--- src/rtl/sia_pkg.sv ---
// Shared constants for the SIA receive-path bus front-end.
package sia_pkg;

  // Register word addresses
  localparam logic [2:0] SIA_RX_DAT    = 3'd0;
  localparam logic [2:0] SIA_RX_STATUS = 3'd1;
  localparam logic [2:0] SIA_RX_CONFIG = 3'd2;
  localparam logic [2:0] SIA_RX_BAUDLO = 3'd3;
  localparam logic [2:0] SIA_RX_BAUDHI = 3'd4;

  // STATUS bit positions
  localparam int unsigned STAT_NE_BIT   = 0;
  localparam int unsigned STAT_FULL_BIT = 1;
  localparam int unsigned STAT_OVF_BIT  = 2;
  localparam int unsigned STAT_IE_BIT   = 3;

  // CONFIG bit positions
  localparam int unsigned CFG_BITS_W   = 6;
  localparam int unsigned CFG_EEDD_BIT = 6;
  localparam int unsigned CFG_EEDC_BIT = 7;

  localparam logic [CFG_BITS_W-1:0] CFG_BITS_RST = 6'd8;

  typedef enum logic {
    ST_IDLE = 1'b0,
    ST_ACK  = 1'b1
  } wbs_state_e;

endpackage

--- src/rtl/sia_rx_wbs_if.sv ---
// Wishbone B4 pipelined slave bus bundle; signal suffixes are from the slave side.
interface sia_rx_wbs_if #(
  parameter int unsigned DW = 16
);
  logic            cyc_i;
  logic            stb_i;
  logic            we_i;
  logic [2:0]      adr_i;
  logic [DW/8-1:0] sel_i;
  logic [DW-1:0]   dat_i;
  logic [DW-1:0]   dat_o;
  logic            ack_o;
  logic            stall_o;

  modport master (
    output cyc_i, stb_i, we_i, adr_i, sel_i, dat_i,
    input  dat_o, ack_o, stall_o
  );

  modport slave (
    input  cyc_i, stb_i, we_i, adr_i, sel_i, dat_i,
    output dat_o, ack_o, stall_o
  );
endinterface

--- src/rtl/sia_rx_wbs.sv ---
// SIA receive-path Wishbone slave: config registers, RX FIFO drain, status, IRQ.
module sia_rx_wbs
  import sia_pkg::*;
#(
  parameter int unsigned SHIFT_REG_WIDTH = 16,
  parameter int unsigned BAUD_RATE_WIDTH = 32
) (
  input  logic                       clk_i,
  input  logic                       reset_i,
  sia_rx_wbs_if.slave                wb,
  output logic                       irq_o,
  output logic [CFG_BITS_W-1:0]      bits_o,
  output logic [BAUD_RATE_WIDTH-1:0] baud_o,
  output logic                       eedd_o,
  output logic                       eedc_o,
  output logic                       rxq_pop_o,
  output logic                       rxq_oe_o,
  input  logic [SHIFT_REG_WIDTH-1:0] rxq_dat_i,
  input  logic                       rxq_full_i,
  input  logic                       rxq_not_empty_i
);

  localparam int unsigned NB = SHIFT_REG_WIDTH / 8;

  wbs_state_e                 state_q, state_d;
  logic                       ack_q, ack_d;
  logic                       stall_q, stall_d;
  logic [SHIFT_REG_WIDTH-1:0] dat_q, dat_d;
  logic                       irq_q, irq_d;
  logic [CFG_BITS_W-1:0]      bits_q, bits_d;
  logic [BAUD_RATE_WIDTH-1:0] baud_q, baud_d;
  logic                       eedd_q, eedd_d;
  logic                       eedc_q, eedc_d;
  logic                       ovf_q, ovf_d;
  logic                       ie_q, ie_d;
  logic                       full_prev_q, full_prev_d;

  logic req;
  logic accept;
  logic rd_pop;
  logic ovf_clr;

  // Next-state, register-file update and read-data capture
  always_comb begin
    req         = wb.cyc_i & wb.stb_i;
    accept      = (state_q == ST_IDLE) & req;
    rd_pop      = accept & ~wb.we_i & (wb.adr_i == SIA_RX_DAT) & rxq_not_empty_i;
    ovf_clr     = 1'b0;
    state_d     = state_q;
    ack_d       = 1'b0;
    stall_d     = 1'b0;
    dat_d       = dat_q;
    bits_d      = bits_q;
    baud_d      = baud_q;
    eedd_d      = eedd_q;
    eedc_d      = eedc_q;
    ie_d        = ie_q;

    if (state_q == ST_ACK) begin
      state_d = ST_IDLE;
    end else if (accept) begin
      state_d = ST_ACK;
      ack_d   = 1'b1;
      stall_d = 1'b1;
      dat_d   = '0;
      if (wb.we_i) begin
        case (wb.adr_i)
          SIA_RX_STATUS: begin
            if (wb.sel_i[0]) begin
              ie_d    = wb.dat_i[STAT_IE_BIT];
              ovf_clr = wb.dat_i[STAT_OVF_BIT];
            end
          end
          SIA_RX_CONFIG: begin
            if (wb.sel_i[0]) begin
              bits_d = wb.dat_i[CFG_BITS_W-1:0];
              eedd_d = wb.dat_i[CFG_EEDD_BIT];
              eedc_d = wb.dat_i[CFG_EEDC_BIT];
            end
          end
          SIA_RX_BAUDLO: begin
            for (int unsigned b = 0; b < NB; b++) begin
              if (wb.sel_i[b]) baud_d[b*8 +: 8] = wb.dat_i[b*8 +: 8];
            end
          end
          SIA_RX_BAUDHI: begin
            for (int unsigned b = 0; b < NB; b++) begin
              if (wb.sel_i[b]) baud_d[SHIFT_REG_WIDTH + b*8 +: 8] = wb.dat_i[b*8 +: 8];
            end
          end
          default: ;
        endcase
      end else begin
        case (wb.adr_i)
          SIA_RX_DAT: begin
            if (rxq_not_empty_i) dat_d = rxq_dat_i;
          end
          SIA_RX_STATUS: begin
            dat_d[STAT_NE_BIT]   = rxq_not_empty_i;
            dat_d[STAT_FULL_BIT] = rxq_full_i;
            dat_d[STAT_OVF_BIT]  = ovf_q;
            dat_d[STAT_IE_BIT]   = ie_q;
          end
          SIA_RX_CONFIG: begin
            dat_d[CFG_BITS_W-1:0] = bits_q;
            dat_d[CFG_EEDD_BIT]   = eedd_q;
            dat_d[CFG_EEDC_BIT]   = eedc_q;
          end
          SIA_RX_BAUDLO: dat_d = baud_q[SHIFT_REG_WIDTH-1:0];
          SIA_RX_BAUDHI: dat_d = baud_q[BAUD_RATE_WIDTH-1:SHIFT_REG_WIDTH];
          default: ;
        endcase
      end
    end

    // A new full edge outranks a same-cycle write-1-clear
    ovf_d       = (ovf_q & ~ovf_clr) | (rxq_full_i & ~full_prev_q);
    full_prev_d = rxq_full_i;
    irq_d       = ie_q & rxq_not_empty_i;
  end

  // State and registered outputs
  always_ff @(posedge clk_i or negedge reset_i) begin
    if (!reset_i) begin
      state_q     <= ST_IDLE;
      ack_q       <= 1'b0;
      stall_q     <= 1'b0;
      dat_q       <= '0;
      irq_q       <= 1'b0;
      bits_q      <= CFG_BITS_RST;
      baud_q      <= '0;
      eedd_q      <= 1'b0;
      eedc_q      <= 1'b0;
      ovf_q       <= 1'b0;
      ie_q        <= 1'b0;
      full_prev_q <= 1'b0;
    end else begin
      state_q     <= state_d;
      ack_q       <= ack_d;
      stall_q     <= stall_d;
      dat_q       <= dat_d;
      irq_q       <= irq_d;
      bits_q      <= bits_d;
      baud_q      <= baud_d;
      eedd_q      <= eedd_d;
      eedc_q      <= eedc_d;
      ovf_q       <= ovf_d;
      ie_q        <= ie_d;
      full_prev_q <= full_prev_d;
    end
  end

  assign wb.ack_o   = ack_q;
  assign wb.stall_o = stall_q;
  assign wb.dat_o   = dat_q;
  assign irq_o      = irq_q;
  assign bits_o     = bits_q;
  assign baud_o     = baud_q;
  assign eedd_o     = eedd_q;
  assign eedc_o     = eedc_q;
  assign rxq_pop_o  = rd_pop;
  assign rxq_oe_o   = rd_pop;

endmodule

--- src/flat_wrapper.sv ---
// flat-port wrapper written by rule: the top's interface ports become plain ports
module sia_rx_wbs_flat import sia_pkg::*;
#(
  parameter int unsigned SHIFT_REG_WIDTH = 16,
  parameter int unsigned BAUD_RATE_WIDTH = 32
)
  (clk_i, reset_i, irq_o, bits_o, baud_o, eedd_o, eedc_o, rxq_pop_o, rxq_oe_o, rxq_dat_i, rxq_full_i, rxq_not_empty_i, wb_cyc_i, wb_stb_i, wb_we_i, wb_adr_i, wb_sel_i, wb_dat_i, wb_dat_o, wb_ack_o, wb_stall_o);
  sia_rx_wbs_if #(.DW(16)) wb_i ();
  input  logic clk_i;
  input  logic reset_i;
  output logic irq_o;
  output logic [CFG_BITS_W-1:0] bits_o;
  output logic [BAUD_RATE_WIDTH-1:0] baud_o;
  output logic eedd_o;
  output logic eedc_o;
  output logic rxq_pop_o;
  output logic rxq_oe_o;
  input  logic [SHIFT_REG_WIDTH-1:0] rxq_dat_i;
  input  logic rxq_full_i;
  input  logic rxq_not_empty_i;
  input wire logic [$bits(wb_i.cyc_i)-1:0] wb_cyc_i;
  input wire logic [$bits(wb_i.stb_i)-1:0] wb_stb_i;
  input wire logic [$bits(wb_i.we_i)-1:0] wb_we_i;
  input wire logic [$bits(wb_i.adr_i)-1:0] wb_adr_i;
  input wire logic [$bits(wb_i.sel_i)-1:0] wb_sel_i;
  input wire logic [$bits(wb_i.dat_i)-1:0] wb_dat_i;
  output wire logic [$bits(wb_i.dat_o)-1:0] wb_dat_o;
  output wire logic [$bits(wb_i.ack_o)-1:0] wb_ack_o;
  output wire logic [$bits(wb_i.stall_o)-1:0] wb_stall_o;
  assign wb_i.cyc_i = wb_cyc_i;
  assign wb_i.stb_i = wb_stb_i;
  assign wb_i.we_i = wb_we_i;
  assign wb_i.adr_i = wb_adr_i;
  assign wb_i.sel_i = wb_sel_i;
  assign wb_i.dat_i = wb_dat_i;
  assign wb_dat_o = wb_i.dat_o;
  assign wb_ack_o = wb_i.ack_o;
  assign wb_stall_o = wb_i.stall_o;
  sia_rx_wbs #(.SHIFT_REG_WIDTH(SHIFT_REG_WIDTH), .BAUD_RATE_WIDTH(BAUD_RATE_WIDTH)) u_core (.clk_i(clk_i), .reset_i(reset_i), .wb(wb_i), .irq_o(irq_o), .bits_o(bits_o), .baud_o(baud_o), .eedd_o(eedd_o), .eedc_o(eedc_o), .rxq_pop_o(rxq_pop_o), .rxq_oe_o(rxq_oe_o), .rxq_dat_i(rxq_dat_i), .rxq_full_i(rxq_full_i), .rxq_not_empty_i(rxq_not_empty_i));
endmodule
--- config.mk ---
export PLATFORM = sky130hd
export DESIGN_NAME = sia_rx_wbs_flat
export DESIGN_NICKNAME = d
export VERILOG_FILES = /design/src/rtl/sia_pkg.sv /design/src/rtl/sia_rx_wbs_if.sv /design/src/rtl/sia_rx_wbs.sv /design/src/flat_wrapper.sv
export SDC_FILE = /design/constraint.sdc
export NUM_CORES = 1
export LEC_CHECK = 0
export CAP_MARGIN = 40
export CELL_PAD_IN_SITES_DETAIL_PLACEMENT = 1
export CELL_PAD_IN_SITES_GLOBAL_PLACEMENT = 2
export CORE_ASPECT_RATIO = 0.5
export CORE_MARGIN = 4
export CORE_UTILIZATION = 28
export DETAILED_ROUTE_END_ITERATION = 6
export PLACE_DENSITY = 0.85
export SLEW_MARGIN = 30
export SYNTH_ARGS = -nofsm -noshare
export SYNTH_HDL_FRONTEND = slang
export SYNTH_SLANG_ARGS = --single-unit
--- constraint.sdc ---
create_clock -name clk_i -period 2.7 [get_ports clk_i]
set_input_delay 0.405 -clock clk_i [delete_from_list [all_inputs] [get_ports clk_i]]
set_output_delay 0.405 -clock clk_i [all_outputs]
set_load 0.05 [all_outputs]
# [Word level (Yosys, flattened, before mapping)]
# Cells that the tools add are included.
[word_totals] wordCells=50 in_bits=44 ff_bits=61 romBits=0 mem_count=0 ramBits=0 latch_bits=0
[op_classes] bitwise_logic=13 mux=12 multipliers=0 add_sub_neg=0 reduce_logical=8 n_shift=0 eq_ne=4 order_cmp=0 div_mod_pow=0
[op_table] cell="two-way mux 16 bit" n=2
[op_table] cell="AND reduction 5 bit" n=6
[op_table] cell="case mux 8 bit (3 select lines)" n=1
[op_table] cell="case mux 4 bit (5 select lines)" n=1
[op_table] cell="case mux 4 bit (4 select lines)" n=1
[op_table] cell="AND 1 bit" n=8
[op_table] cell="two-way mux 1 bit" n=7
[op_table] cell="equality test 3 x 2 -> 1 bit (second input constant)" n=2
[op_table] cell="inverter 1 bit" n=4
[op_table] cell="equality test 3 x 1 -> 1 bit (second input constant)" n=1
[op_table] cell="equality test 3 bit (second input constant)" n=1
[op_table] cell="logical NOT 3 bit" n=1
[op_table] cell="AND reduction 2 bit" n=1
[op_table] cell="bitwise OR 1 bit" n=1

# [Depth between registers and ports, before layout]
[logic_depth] depth_word=8 depth_mapped=6 depth_no_buf=5

# [Worst setup path before layout]
# OpenSTA, ideal clock, no wires.
[synth_timing] kind="register to output" startpoint="reg u_core.state_q" endpoint="out rxq_pop_o" t_arrival_ns=2.234 path_buffers=3 slack_ns=0.061 stages_incl_launch_ff=7 path_cell_list="dfrtp_1 > nand3b_4 > buf_2 > nor2_2 > buf_2 > and3_1 > buf_4"
[synth_between] elab_chain_len=5
[synth_lines] element="start: declaration" line_no="sia_rx_wbs.sv:25" rtl="wbs_state_e state_q, state_d;"
[synth_lines] element="start signal: assignment" line_no="sia_rx_wbs.sv:138" rtl="state_q <= state_d;"
[synth_lines] element="inverter 1 bit (no line)"
[synth_lines] element="AND 1 bit" line_no="sia_rx_wbs.sv:46" rtl="accept = (state_q == ST_IDLE) & req;"
[synth_lines] element="AND 1 bit (3 in a row)" line_no="sia_rx_wbs.sv:47" rtl="rd_pop = accept & ~wb.we_i & (wb.adr_i == SIA_RX_DAT) & rxq_not_empty_i;"
[synth_lines] element="end: declaration" line_no="flat_wrapper.sv:16" rtl="output logic rxq_pop_o;"
# Every way passes these cells.

# [Worst setup path after layout]
[layout_timing] startpoint="in wb_cyc_i" endpoint="out rxq_oe_o"
[layout_between] elab_chain_len=5
[layout_lines] element="start: declaration" line_no="flat_wrapper.sv:21" rtl="input wire logic [$bits(wb_i.cyc_i)-1:0] wb_cyc_i;"
[layout_lines] element="AND 1 bit" line_no="sia_rx_wbs.sv:45" rtl="req = wb.cyc_i & wb.stb_i;"
[layout_lines] element="AND 1 bit" line_no="sia_rx_wbs.sv:46"
[layout_lines] element="AND 1 bit (3 in a row)" line_no="sia_rx_wbs.sv:47"
[layout_lines] element="end: declaration" line_no="flat_wrapper.sv:17" rtl="output logic rxq_oe_o;"
# Every way passes these cells.

==> flow_metrics.tcl <==
set metrics [dict create \
    outcome "complete, no violations" \
    gp_congestion 0.789 \
    dr.pass1.iters 4 \
    num_rows 25 \
    fillers 1026 \
    vias_per_cell 4.96 \
    critPathTopFamily "simple AND/OR/NAND/NOR gates" \
    hold_path.class "in -> async" \
    root_buffer "clkbuf_16" \
    ant_nets 0 \
    cp-start-kind "input port" \
    nets 375 \
    powerDensity_nw_per_um2 692 \
    ys_seq_elements 61 \
    insertion_delay_ps 330 \
    layout-drive-gt1-share_pct 26.2 \
    dpl_cell_area_um2 4060 \
    yosys_warnings 0 \
    worst_pin_slew_ps 758 \
    die_h_um 78.9 \
    rsz0062_at_grt "no" \
    io-pin-count 105 \
    finalMaxSlewViolations 0 \
    crit_path_max_fanout 16 \
    antenna_found_initial 0 \
    dp_hpwl_um 7080 \
    area_growth_syn_to_layout_pct 55.5 \
    cts.repair.resized 0 \
    min_period_ps 2200 \
    setup_viol 0 \
    critPathCaptureType "primary output" \
    cts_setup_buffers 0 \
    ir_drop_mv 0.298 \
    avgSynthCellArea_um2 13.0 \
    portBuffers 104 \
    detail_route.iter0.violations 110 \
    ctsHoldBuffers 0 \
    setup_tns_ps 0 \
    slowest_stage "clkdlybuf4s50_1" \
    relSlewSlack_pct 49.1 \
    grt_pass1_wl_um 15000 \
    clock_path_buffers 2 \
    clk_pin_slew_ps 50 \
    timing.clock.skew_ps 8.50 \
    diodes 0 \
    crit_required_ps 2300 \
    syn_nets 261 \
    worst-path-buf-inv 2 \
    power_uw 3030 \
    cts.sinks 61 \
    crit_type "in -> out" \
    synth-seq-area-share_pct 54.3 \
    fmax_ghz 0.454 \
    gr-total-overflow 0 \
    wl_per_cell_um 19.9 \
    synth_cell_types 34 \
    placed_cells 455 \
    path_cells "clkdlybuf4s50_1, nand3b_4, nor2_2, and3_1, buf_12" \
    hold_ws_ps 71.8 \
    grtUsageTotal_pct 16.6 \
    grt_max_degree 47 \
    leakagePower_uw 0.00184 \
    multi_input_area_um2 1210 \
    cpPeakStageDelay_ps 510 \
    finalCritPeriodShare_pct 81.6 \
    cp_data_arrival_time_ps 1800 \
    core_area_um2 9600 \
    synthesis.area_um2 2810 \
    initial_core_util_pct 29.3 \
    tritoncts "yes" \
    cap_violations 0 \
    routed_wl_um 9360 \
    drc 0 \
    htree_levels 3 \
    die_area_um2 11800 \
    fp.dieW_um 150 \
    hold_violations 0 \
    route.vias.total 2338 \
    cts_buffers 9 \
    stdcell_area_um2 4380 \
    syn_inst 217 \
    register_area_um2 1530 \
    grt_pass1_vias 2655 \
    fin_cells 471 \
]
-- registers in the layout (all words and copies together), names as in the netlist --
name	cells
u_core.ovf_q	1
u_core.state_q	1
u_core.ie_q	1
u_core.eedc_o	1
u_core.wb.dat_o	16
u_core.full_prev_q	1
u_core.eedd_o	1
u_core.bits_o	6
u_core.irq_o	1
u_core.baud_o	32
-- Yosys cell counts, drive strengths merged --
cell    number  share of area [%]
nor4         3                1.7
a22o         3               0.93
a31oi        1               0.22
or2          1               0.22
nand3       10                2.0
a32oi        3               0.93
clkbuf       2               0.27
o211ai       8                2.1
and2b        1               0.27
inv          2               0.27
nor3         5                1.7
dfstp        1               0.93
a32o         7                2.5
buf         11                2.1
nand2b       3               0.67
and2         2               0.44
nand2       13                1.9
a221o        3                1.1
and3         2               0.44
o21ai        7                1.2
nand3b       1               0.71
nor2b        4               0.89
dfrtp       60                 53
a22oi       15                4.0
nor2         4                1.1
mux2        45                 18
-- through the flow --
step	setup slack (ps)	utilization, %
final	496	45.6
after global routing	412	45.6
after CTS	487	45.6
after detailed placement	268	42.3
after global placement	349	42.3
after floorplan	61.2	-
-- kinds of logic (layout without fill, tap and decap cells) --
kind of cell	after synthesis	after routing	share of synthesized area (%)
muxes	45	45	18.0
buffers and inverters	15	134	2.67
AOI/OAI and AO/OA	47	47	13.0
DFF	61	61	54.3
and+or+nand+nor	49	49	12.0
-- layer usage --
| layer | GRT usage [%] | share of wire, % | vias up |
|---|---|---|---|
| met5 | 0 | 0 | - |
| met4 | 6.75 | 1.9 | 0 |
| met3 | 4.62 | 4.9 | 16 |
| met2 | 29.1 | 53 | 65 |
| met1 | 19.3 | 40 | 1204 |
| li1 | - | - | 1053 |
-- layout by cell type (no fill, tap or decap), types with 2 or more instances in the layout --
cell type,count
clkdlybuf4s50_1,101
dfrtp_1,60
mux2_2,43
a22oi_1,15
buf_4,13
nand2_1,11
nand3_1,9
clkbuf_16,9
o211ai_1,8
o21ai_0,7
a32o_1,7
nor2b_1,4
nand2b_1,3
a22o_1,3
nor2_2,3
nor3_1,3
a221o_1,3
a32oi_1,3
clkbuf_8,3
nand2_2,2
and2_1,2
and3_1,2
nor4_4,2
nor3_4,2
mux2_1,2
buf_12,2
-- cell type report --
type / instances / area share [%]
clock inverter: 3 / 0.972
timing repair buffer: 116 / 26.2
tap: 135 / 3.86
sequential: 61 / 34.9
inverter: 2 / 0.172
clock buffer: 13 / 6.17
multi-input combinational: 141 / 27.7
-- worst paths after layout --
check | startpoint | endpoint | slack (ps) | cells after the start
max | wb_cyc_i | rxq_oe_o | 500 | 5
min | reset_i | u_core.baud_o[24]$_DFFE_PN0P_ | 70 | 1
max reg2reg | u_core.state_q$_DFF_PN0_ | u_core.bits_o[5]$_DFFE_PN0P_ | 670 | 3
min reg2reg | u_core.wb.dat_o[14]$_DFFE_PN0P_ | u_core.wb.dat_o[14]$_DFFE_PN0P_ | 500 | 2
max in group asynchronous | reset_i | u_core.baud_o[30]$_DFFE_PN0P_ | 2040 | 2
min in group clk_i | u_core.wb.dat_o[14]$_DFFE_PN0P_ | u_core.wb.dat_o[14]$_DFFE_PN0P_ | 500 | 2
-- power breakdown --
part / switching [µW] / leakage [µW] / internal [µW] / total (µW)
sequential: 77.9 / 0.000815 / 1010 / 1080
clock: 388 / 0.000152 / 787 / 1180
combinational: 475 / 0.000868 / 296 / 771
Note: power is estimated with default switching activity, not from simulation.
